File: config.mk
export PLATFORM = sky130hd
export DESIGN_NAME = aluout_src_ctrl
export DESIGN_NICKNAME = d
export VERILOG_FILES = /design/src/rtl/aluout_src_ctrl.sv
export SDC_FILE = /design/constraint.sdc
export NUM_CORES = 1
export LEC_CHECK = 0
export ABC_AREA = 1
export BUFFER_PORTS_ARGS = -buffer_cell sky130_fd_sc_hd__buf_2
export CELL_PAD_IN_SITES_DETAIL_PLACEMENT = 0
export CELL_PAD_IN_SITES_GLOBAL_PLACEMENT = 2
export CORE_ASPECT_RATIO = 1.2
export CORE_MARGIN = 2
export CORE_UTILIZATION = 31
export DETAILED_ROUTE_END_ITERATION = 10
export PLACE_DENSITY_LB_ADDON = 0.1
export SYNTH_ARGS = -nofsm -noshare
export SYNTH_HDL_FRONTEND = slang
export SYNTH_SLANG_ARGS = --single-unit
File: constraint.sdc
create_clock -name clk -period 1.88 [get_ports clk]
set_clock_uncertainty 0.05 [all_clocks]
set_input_delay 0.094 -clock clk [delete_from_list [all_inputs] [get_ports clk]]
set_output_delay 0.094 -clock clk [all_outputs]
set_load 0.05 [all_outputs]
File: src/rtl/aluout_src_ctrl.sv
// Sequencer for the ALUOut source-select mux and ALUOut register load.
// Shift classes run a shifter load/shift handshake and an optional settle wait before capture.
module aluout_src_ctrl #(
  parameter int SEL_W      = 3,
  parameter int SETTLE_CYC = 1
) (
  input  logic             clk,
  input  logic             reset_n,
  input  logic             start,
  input  logic [2:0]       op_class,
  input  logic [2:0]       shift_kind,
  input  logic             flush,
  output logic [SEL_W-1:0] alu_out_sel,
  output logic             alu_out_load,
  output logic [2:0]       shift_ctrl,
  output logic             busy,
  output logic             done,
  output logic             err
);

  typedef enum logic [2:0] {
    IDLE    = 3'd0,
    SH_LOAD = 3'd1,
    SH_RUN  = 3'd2,
    SH_WAIT = 3'd3,
    WRITE   = 3'd4,
    DONE    = 3'd5
  } state_t;

  localparam logic [2:0] CLS_SHIFT  = 3'b010;
  localparam logic [2:0] CTRL_HOLD  = 3'b000;
  localparam logic [2:0] CTRL_LOAD  = 3'b001;
  localparam logic [3:0] WAIT_INIT  = (SETTLE_CYC > 0) ? 4'(SETTLE_CYC - 1) : 4'd0;

  state_t           state_q, state_d;
  logic [3:0]       cnt_q, cnt_d;
  logic [2:0]       kind_q, kind_d;
  logic [SEL_W-1:0] sel_d;
  logic             err_d;
  logic             load_d, done_d, busy_d;
  logic [2:0]       ctrl_d;
  logic             legal_class, legal_shift;

  assign legal_class = (op_class inside {3'b000, 3'b001, 3'b011, 3'b100});
  assign legal_shift = (op_class == CLS_SHIFT) &&
                       (shift_kind inside {3'b010, 3'b011, 3'b100});

  // NOTE: every variable gets a default before the case so no path leaves it unassigned (no latch).
  always_comb begin
    state_d = state_q;
    cnt_d   = cnt_q;
    kind_d  = kind_q;
    sel_d   = alu_out_sel;
    err_d   = 1'b0;

    if (flush) begin
      state_d = IDLE;
    end else begin
      unique case (state_q)
        IDLE: begin
          if (start) begin
            if (legal_class) begin
              sel_d   = SEL_W'(op_class);
              state_d = WRITE;
            end else if (legal_shift) begin
              sel_d   = SEL_W'(CLS_SHIFT);
              kind_d  = shift_kind;
              state_d = SH_LOAD;
            end else begin
              err_d   = 1'b1;
            end
          end
        end
        SH_LOAD: state_d = SH_RUN;
        SH_RUN: begin
          if (SETTLE_CYC > 0) begin
            cnt_d   = WAIT_INIT;
            state_d = SH_WAIT;
          end else begin
            state_d = WRITE;
          end
        end
        SH_WAIT: begin
          if (cnt_q == 4'd0) state_d = WRITE;
          else               cnt_d   = cnt_q - 4'd1;
        end
        WRITE:   state_d = DONE;
        DONE:    state_d = IDLE;
        default: state_d = IDLE;
      endcase
    end
  end

  // Outputs are decoded from the next state and then registered, so each one
  // lines up with the state it belongs to while coming straight from a flop.
  always_comb begin
    load_d = (state_d == WRITE);
    done_d = (state_d == DONE);
    busy_d = (state_d != IDLE);
    ctrl_d = CTRL_HOLD;
    if (state_d == SH_LOAD)     ctrl_d = CTRL_LOAD;
    else if (state_d == SH_RUN) ctrl_d = kind_d;
  end

  // NOTE: sequential state uses non-blocking assignments so all flops update from pre-edge values.
  always_ff @(posedge clk or negedge reset_n) begin
    if (!reset_n) begin
      state_q      <= IDLE;
      cnt_q        <= 4'd0;
      kind_q       <= 3'd0;
      alu_out_sel  <= '0;
      alu_out_load <= 1'b0;
      shift_ctrl   <= CTRL_HOLD;
      busy         <= 1'b0;
      done         <= 1'b0;
      err          <= 1'b0;
    end else begin
      state_q      <= state_d;
      cnt_q        <= cnt_d;
      kind_q       <= kind_d;
      alu_out_sel  <= sel_d;
      alu_out_load <= load_d;
      shift_ctrl   <= ctrl_d;
      busy         <= busy_d;
      done         <= done_d;
      err          <= err_d;
    end
  end

endmodule

==> results of run 1 <==
state kept, by name (all words and copies together), names as in the netlist:
signal	cells
alu_out_sel	3
state_q	3
kind_q	3
alu_out_load	1
cnt_q	4
busy	1
shift_ctrl	3
err	1
done	1
synthesized netlist by cell type, types with 2 or more instances:
library cell	n	area share, %
nand2_2	4	2.5
nor2_2	2	1.3
o21ai_0	8	4.0
nand3_1	12	6.1
nor2_1	11	4.2
nor3_1	2	1.0
inv_1	20	7.6
inv_2	2	0.76
nand2_1	22	8.3
nor2_4	2	2.3
dfrtp_1	20	50
what timing repair did:
action / 4_1_cts / 5_1_grt
endpoints found under the setup margin: 0 / 0
hold buffers: 1 / 0
endpoints found under the hold margin: 20 / 0
layout make-up:
type                            count  area (sq um)  area share [%]
Clock inverter                      1          30.0            2.51
Timing Repair Buffer               20           105            8.80
Clock buffer                        3          22.5            1.88
Sequential cell                    20           500            41.9
Tap cell                           36          45.0            3.77
Inverter                           22          82.6            6.91
Multi-Input combinational cell     76           409            34.2
tightest hold or removal path, delay by kind of cell:
kind	cells	cell delay (ns)
buffers and inverters	1	0.11
and+or+nand+nor	2	0.13
worst paths after layout:
| kind | slack [ns] | from | cells past startpoint | end |
|---|---|---|---|---|
| min | 0.01 | shift_kind[0] | 3 | kind_q[0] |
| max reg2reg | 0.29 | cnt_q[0] | 11 | cnt_q[0] |
| max | 0.29 | cnt_q[0] | 11 | cnt_q[0] |
| min in group asynchronous | 0.21 | reset_n | 2 | state_q[2] |
| max in group asynchronous | 1.25 | reset_n | 2 | cnt_q[3] |
| min reg2reg | 0.44 | kind_q[2] | 2 | kind_q[2] |
cell families after synthesis:
kind of cell | Yosys count | share of synthesized area (%)
simple gates | 60 | 30.1
xor+xnor | 1 | 0.883
fa+ha+maj | 1 | 1.26
flops | 20 | 50.4
buf+inv | 22 | 8.32
compound gates | 14 | 8.95
per-stage QoR:
stage	std cells	total power, mW	utilization [%]
floorplan	118	1.05	-
global placement	173	1.19	37.1
detailed placement	173	1.19	37.1
CTS	178	1.54	39.1
global route	178	1.63	39.1
finish	178	1.52	39.1
per-layer routing:
layer | part of all wire [%] | vias to the layer above
li1 | - | 419
met1 | 50 | 350
met2 | 46 | 13
met3 | 3.5 | 2
met4 | 1.2 | 0
met5 | 0 | -
where the power goes:
group	internal, mW	switching [mW]	total, mW
combinational	0.170	0.429	0.599
sequential	0.527	0.0468	0.573
clock	0.215	0.134	0.349
==> reports/qor.yml, run 1 <==
met1_usage_pct: 15.1
ir_drop_v: 0.000765
path_buf_inv: 3
routed-via-count: 784
cts_made_buffers: 3
slowest_stage: "dfrtp_1"
cts-root-buf: "clkbuf_4"
cts_sinks: 20
area_growth_pct: 20.4
netlist_area_sq_um: 992
stdcell_area_sq_um: 1190
grt_max_degree: 21
drv_cap: 0
p_leak_nw: 0.663
cpMostUsedCell: "nand2_1"
layout_commonest_cell: "nand2_1"
initial_core_util_pct: 32.5
hold_viol_final: 0
async_flop_share_pct: 100
end_kind: "flop"
grt_overflow: 0
synth-seq-cells: 20
dp_slack_ns: 0.290
crit_path_max_fanout: 4
setup_tns_ns: 0
grt_pass1_vias: 765
post-cts-setup-buffers: 0
io_buffers: 19
ys_types: 24
track_usage_pct: 11.3
htreeDepth: 1
dieArea_sq_um: 3670
cp.required_ns: 2.01
setup_viol: 0
gp_congestion: 0.729
die_w_um: 55.6
dpl_cell_area_sq_um: 1130
finalCritPeriodShare_pct: 84.7
dpl.hpwl_um: 1460
crit_arrival_ns: 1.72
slew_violations: 0
synthFlopType: "dfrtp_1"
hold_class: "input port to flop"
ctsResizeCount: 0
setup_ws_ns: 0.288
cp_top_family: "simple AND/OR/NAND/NOR gates"
clk_path_buf_depth: 2
cts_tree: "built"
via_per_inst: 4.40
firstDrtPassIters: 4
core_sq_um: 3060
fill_cells: 332
rsz0062_at_grt: "no"
fin_hold_ws_ns: 0.0126
max_freq_mhz: 628
syn-instance-count: 118
tightest_slew_ns: 0.455
drcViolationCount: 0
synth.yosys.seq_area_share_pct: 50.4
start_kind: "flop"
use_met3_pct: 1.76
maxSlewHeadroom_pct: 69.7
grt_util_met2_pct: 17.6
rows: 22
io_pins: 20
drt-initial-drc-count: 11
layout.nets: 154
max_stage_delay_ns: 0.40
syn_area_per_cell_sq_um: 8.41
drt-wirelength-per-cell_um: 10.2
n_antenna_cell: 0
synth_edf_count: 0
finalCriticalPeriod_ns: 1.59
routed_wl_um: 1810
ant_nets: 0
ys_warn_count: 0
clk_pin_slew_worst_paths_ns: 0.12
clk_latency_ns: 0.30
grt_pass1_wl_um: 3250
die_h_um: 66.0
grt_most_used_layer: "met2"
antenna_found_initial: 0
synth_fp_nets: 129
power_density_nw_per_um2: 1270
crit_type: "flop to flop"
status: "completed"
final_cell_mix: "nand2_1, inv_1, dfrtp_1"
path_cells: "inv_1 -> ha_1 -> nand2_1 -> nor2_1 -> nand2_2 -> nand3_1 -> inv_2 -> nand2_1 -> inv_1 -> nand2_1 -> o21ai_0"
drive_gt1_share_pct: 26.8
Note: power is estimated with default switching activity, not from simulation.
==> run 2, diff against run 1 <==
--- a/config.mk
+++ b/config.mk
@@ -11,7 +11,7 @@
 export CELL_PAD_IN_SITES_GLOBAL_PLACEMENT = 2
 export CORE_ASPECT_RATIO = 1.2
 export CORE_MARGIN = 2
-export CORE_UTILIZATION = 31
+export CORE_UTILIZATION = 28
 export DETAILED_ROUTE_END_ITERATION = 10
 export PLACE_DENSITY_LB_ADDON = 0.1
 export SYNTH_ARGS = -nofsm -noshare
==> constraint.sdc (replaced) <==
create_clock -name clk -period 1.33 [get_ports clk]
set_clock_uncertainty 0.05 [all_clocks]
set_input_delay 0.0665 -clock clk [delete_from_list [all_inputs] [get_ports clk]]
set_output_delay 0.0665 -clock clk [all_outputs]
set_load 0.05 [all_outputs]
==> run 2 against run 1 <==
The flow now finishes with violations (setup timing). Core utilization grew 2.4 points. Non-clock buffer count up 17. Wire length increased by 11%. First-iteration DRC count down 82%. Critical path type unchanged. Critical endpoint is now alu_out_load. Largest power group unchanged.
==> reports/qor.yml, run 2 (same netlist as run 1, synthesis figures left out) <==
path_cells: "inv_2 -> ha_4 -> nand2_2 -> nor2_4 -> nand2_2 -> nand3_2 -> inv_2 -> nor2_2 -> nand2_1 -> nand2_2 -> nand2_1 -> nor2_1"
dieArea_sq_um: 4040
finalCriticalPeriod_ns: 1.47
setup_ws_ns: -0.136
grt_most_used_layer: "met2"
dp.cells: 188
crit_type: "flop to flop"
met1_usage_pct: 14.4
area_growth_pct: 40.7
cts-root-buf: "clkbuf_8"
track_usage_pct: 10.8
cts_sinks: 20
routed_wl_um: 2020
grt_pass1_wl_um: 3380
grt_max_degree: 21
slowest_stage: "dfrtp_1"
drt-initial-drc-count: 2
via_per_inst: 4.29
clk_pin_slew_worst_paths_ns: 0.07
ant_nets: 0
cts_made_buffers: 3
max_freq_mhz: 682
grt_overflow: 0
use_met3_pct: 1.87
largest_reg_flops: 4
core_sq_um: 3370
hold_class: "input port to flop"
die_w_um: 58.3
grt_util_met2_pct: 16.9
setup_viol: 12
rsz0062_at_grt: "yes"
power_density_nw_per_um2: 1810
end_kind: "flop"
dpl.hpwl_um: 1590
tightest_slew_ns: 0.456
utilization_pct: 41.5
n_antenna_cell: 0
dpl_cell_area_sq_um: 1250
layout_commonest_cell: "dfrtp_1"
die_h_um: 69.2
drt-wirelength-per-cell_um: 10.3
io_pins: 20
finalCritPeriodShare_pct: 110
layout.nets: 171
start_kind: "flop"
antenna_found_initial: 0
max_stage_delay_ns: 0.40
htreeDepth: 1
fin_hold_ws_ns: 0.0343
drive_gt1_share_pct: 44.7
firstDrtPassIters: 3
fin_cells: 196
ir_drop_v: 0.00104
status: "finished, violations left"
crit_path_max_fanout: 6
drv_cap: 0
io_buffers: 19
hold_viol_final: 0
slew_violations: 0
clk_latency_ns: 0.25
violations: "setup timing"
maxSlewHeadroom_pct: 69.6
final_cell_mix: "dfrtp_1, buf_2, nand2_1"
clk_path_buf_depth: 2
cp.required_ns: 1.47
routed-via-count: 840
rows: 23
gp_congestion: 0.728
initial_core_util_pct: 29.5
stdcell_area_sq_um: 1400
cpMostUsedCell: "nand2_2"
top_register: "cnt_q"
grt_pass1_vias: 799
p_leak_nw: 0.758
cts_tree: "built"
fill_cells: 349
crit_arrival_ns: 1.61
drcViolationCount: 0
==> run 2: changes by cell type in the layout (fill, tap and decap cells not counted), moves of 4 or more <==
| cell | previous run | this run |
|---|---|---|
| inv_2 | 2 | 6 |
| buf_4 | 0 | 16 |
| nor2_1 | 11 | 7 |
| nand2_2 | 4 | 8 |
| inv_1 | 20 | 16 |
| o21ai_0 | 8 | 1 |
| o21ai_1 | 1 | 6 |
| nand2_1 | 22 | 18 |
==> run 2: repair_timing <==
action / 4_1_cts / 5_1_grt
endpoints found under the hold margin: 20 / 0
hold buffers: 1 / 0
setup buffers: 2 / 1
gates resized for setup: 12 / 11
endpoints found under the setup margin: 16 / 19
pin swaps: 8 / 11
cloned: 0 / 0
==> run 2: routing by layer <==
layer / share of wire [%] / vias up
li1: - / 453
met1: 48 / 374
met2: 48 / 11
met3: 3.2 / 2
met4: 0.84 / 0
met5: 0 / -
==> run 2: path summary, 6_finish.rpt <==
| path | startpoint | endpoint | slack, ns | depth (start not counted) |
|---|---|---|---|---|
| setup reg to reg | cnt_q[0] | alu_out_load | -0.14 | 12 |
| setup / recovery | cnt_q[0] | alu_out_load | -0.14 | 12 |
| max in group asynchronous | reset_n | shift_ctrl[0] | 0.68 | 2 |
| min in group asynchronous | reset_n | cnt_q[1] | 0.24 | 2 |
| hold / removal | op_class[0] | alu_out_sel[0] | 0.03 | 3 |
| hold reg to reg | kind_q[2] | kind_q[2] | 0.44 | 2 |
==> run 2: area by class of cell <==
type                    count  area, sq um  area share, %
multi-input cells          76          459           32.9
flip-flops and latches     20          500           35.8
well taps                  37         46.3           3.32
inverters                  22         82.6           5.91
clock inverters             1         30.0           2.15
repair buffers             37          236           16.9
clock buffers               3         41.3           2.96
==> run 2: stage by stage <==
step	setup TNS (ns)	setup WS, ns	power (mW)
finish	-1.05	-0.136	2.53
global route	-2.56	-0.269	2.69
detailed placement	-1.57	-0.152	1.83
floorplan	-0.475	-0.0581	1.50
global placement	-1.30	-0.134	1.83
CTS	-1.46	-0.167	2.49
==> run 2: where the power goes <==
group | internal [mW] | total (mW) | switching (mW)
clock | 0.401 | 0.601 | 0.200
sequential | 0.745 | 0.802 | 0.0565
combinational | 0.425 | 1.13 | 0.703
==> run 2: critical path: cells and delay by family (launching register included) <==
family                     cells  cell delay [ns]
and+or+nand+nor                9             0.71
DFF                            1             0.40
adders and majority gates      1             0.13
buffers and inverters          2             0.12
==> run 3, diff against run 2 <==
--- a/config.mk
+++ b/config.mk
@@ -12,8 +12,11 @@
 export CORE_ASPECT_RATIO = 1.2
 export CORE_MARGIN = 2
 export CORE_UTILIZATION = 28
+export CTS_CLUSTER_SIZE = 14
 export DETAILED_ROUTE_END_ITERATION = 10
+export GPL_TIMING_DRIVEN = 0
 export PLACE_DENSITY_LB_ADDON = 0.1
+export SLEW_MARGIN = 20
 export SYNTH_ARGS = -nofsm -noshare
 export SYNTH_HDL_FRONTEND = slang
 export SYNTH_SLANG_ARGS = --single-unit
==> run 3 against run 2 <==
The run still ends with setup timing left. Via count increased by 1.5%. First-iteration DRC count increased to 13 times the previous value. Cell count decreased by 2.6%. Setup slack improved by 0.018 ns. Wire length increased by 3.0%. Sequential share of layout area decreased by 0.41 points.
==> reports/qor.yml, run 3 (same netlist as run 1, synthesis figures left out) <==
grt_pass1_wl_um: 3750
holdPathEnd: "alu_out_sel[2]"
path_buf_inv: 2
rows: 23
drv_cap: 0
antenna_found_initial: 0
p_int_mw: 1.59
grt_overflow: 0
hold_viol_final: 0
grt_util_met2_pct: 18.9
cts_made_buffers: 3
routed-via-count: 853
start_kind: "flop"
final_cell_mix: "dfrtp_1, buf_2, inv_1"
routed_wl_um: 2080
clk_latency_ns: 0.26
sw_frac_of_total_pct: 39.1
grt_max_degree: 21
die_w_um: 58.3
rr_startpoint: "cnt_q[0]"
ant_nets: 0
cpMostUsedCell: "nand2_2"
clk_path_buf_depth: 2
setup_viol: 12
via_per_inst: 4.47
io_pins: 20
cp.required_ns: 1.48
seqPwrFrac_pct: 31.4
htreeDepth: 1
utilization_pct: 42.0
firstDrtPassIters: 4
tightest_slew_ns: 0.477
min_path_cells: 3
gp_congestion: 0.727
r2r_setup_slack_ns: -0.12
cts-root-buf: "clkbuf_8"
drive_gt1_share_pct: 50.6
dpl.hpwl_um: 1490
cts_sinks: 20
rr_endpoint: "alu_out_load"
hold_class: "input port to flop"
use_met3_pct: 1.68
initial_core_util_pct: 29.5
p_leak_nw: 0.749
crit_arrival_ns: 1.59
max_stage_delay_ns: 0.39
drcViolationCount: 0
area_growth_pct: 42.4
max_freq_mhz: 691
setup_ws_ns: -0.118
fin_cells: 191
clockPowerShare_pct: 23.1
rsz0062_at_grt: "yes"
finalCriticalPeriod_ns: 1.45
power_density_nw_per_um2: 1850
comb_power_share_pct: 45.6
largest_reg_flops: 4
met1_usage_pct: 15.4
dpl_cell_area_sq_um: 1140
n_antenna_cell: 0
power_switching_mw: 1.02
core_sq_um: 3370
path_cells: "inv_2 -> ha_4 -> nand2_4 -> nor2_4 -> nand2_2 -> nand3_2 -> inv_2 -> nor2_2 -> nand2_2 -> nand2_4 -> nand2_2 -> nor2_2"
stdcell_area_sq_um: 1410
dp.cells: 174
fin_hold_ws_ns: 0.0392
die_h_um: 69.2
track_usage_pct: 11.7
grt_pass1_vias: 858
top_register: "cnt_q"
worstHoldStart: "op_class[2]"
io_buffers: 19
slowest_stage: "dfrtp_1"
end_kind: "flop"
finalCritPeriodShare_pct: 109
crit_type: "flop to flop"
worstRegToRegCells: 12
cp_top_family: "simple AND/OR/NAND/NOR gates"
drt-initial-drc-count: 26
total_power_mw: 2.61
dieArea_sq_um: 4040
crit_path_max_fanout: 6
grt_most_used_layer: "met2"
status: "finished, violations left"
slew_violations: 0
drt-wirelength-per-cell_um: 10.9
cts_tree: "built"
ir_drop_v: 0.000850
layout.nets: 166
violations: "setup timing"
layout_commonest_cell: "dfrtp_1"
maxSlewHeadroom_pct: 68.2
clk_pin_slew_worst_paths_ns: 0.08
[run 3: through the flow]
stage	setup slack (ns)	TNS, ns
floorplan	-0.0581	-0.475
global placement	-0.226	-2.46
detailed placement	-0.227	-2.53
CTS	-0.180	-1.36
global route	-0.230	-2.34
finish	-0.118	-0.826
[run 3: layout make-up]
cell class / count / area (sq um)
fillers: 353 / 1950
multi-input cells: 76 / 517
flip-flops and latches: 20 / 500
repair buffers: 32 / 195
inverters: 22 / 82.6
well taps: 37 / 46.3
clock buffers: 3 / 41.3
clock inverters: 1 / 30.0
[run 3: metal layers]
metal | wire [um] | share of wire [%]
met2 | 1060 | 51
met1 | 922 | 44
met3 | 70 | 3.4
met5 | 0 | 0
met4 | 17 | 0.82
[run 3: power by group through the flow]
stage	clock network [mW]	registers, mW	logic [mW]
5_1_grt	0.657	0.841	1.30
3_3_place_gp	0	0.824	0.868
4_1_cts	0.626	0.808	1.01
6_report	0.602	0.818	1.19
3_5_place_dp	0	0.824	0.874
2_1_floorplan	0	1.08	0.420
[run 3: worst max-delay path by stage]
| stage | start | to | cells after the start |
|---|---|---|---|
| 2_1_floorplan | cnt_q[0] | shift_ctrl[1] | 12 |
| 3_3_place_gp | cnt_q[0] | cnt_q[0] | 11 |
| 3_5_place_dp | cnt_q[0] | cnt_q[2] | 11 |
| 4_1_cts | cnt_q[0] | shift_ctrl[2] | 12 |
| 5_1_grt | cnt_q[1] | alu_out_load | 12 |
| 6_report | cnt_q[0] | alu_out_load | 12 |
[run 3: worst min-delay path: stages]
cell and delay, ns:
buf_2 0.10, inv_1 0.07, o21ai_1 0.07
[run 3: repair_timing]
| action | in CTS | in global routing |
|---|---|---|
| setup endpoints to repair | 18 | 20 |
| endpoints found under the hold margin | 20 | 0 |
| setup buffers | 6 | 6 |
| gates cloned | 0 | 0 |
| pin swaps | 15 | 16 |
| hold buffers | 1 | 0 |
| gates resized for setup | 14 | 24 |
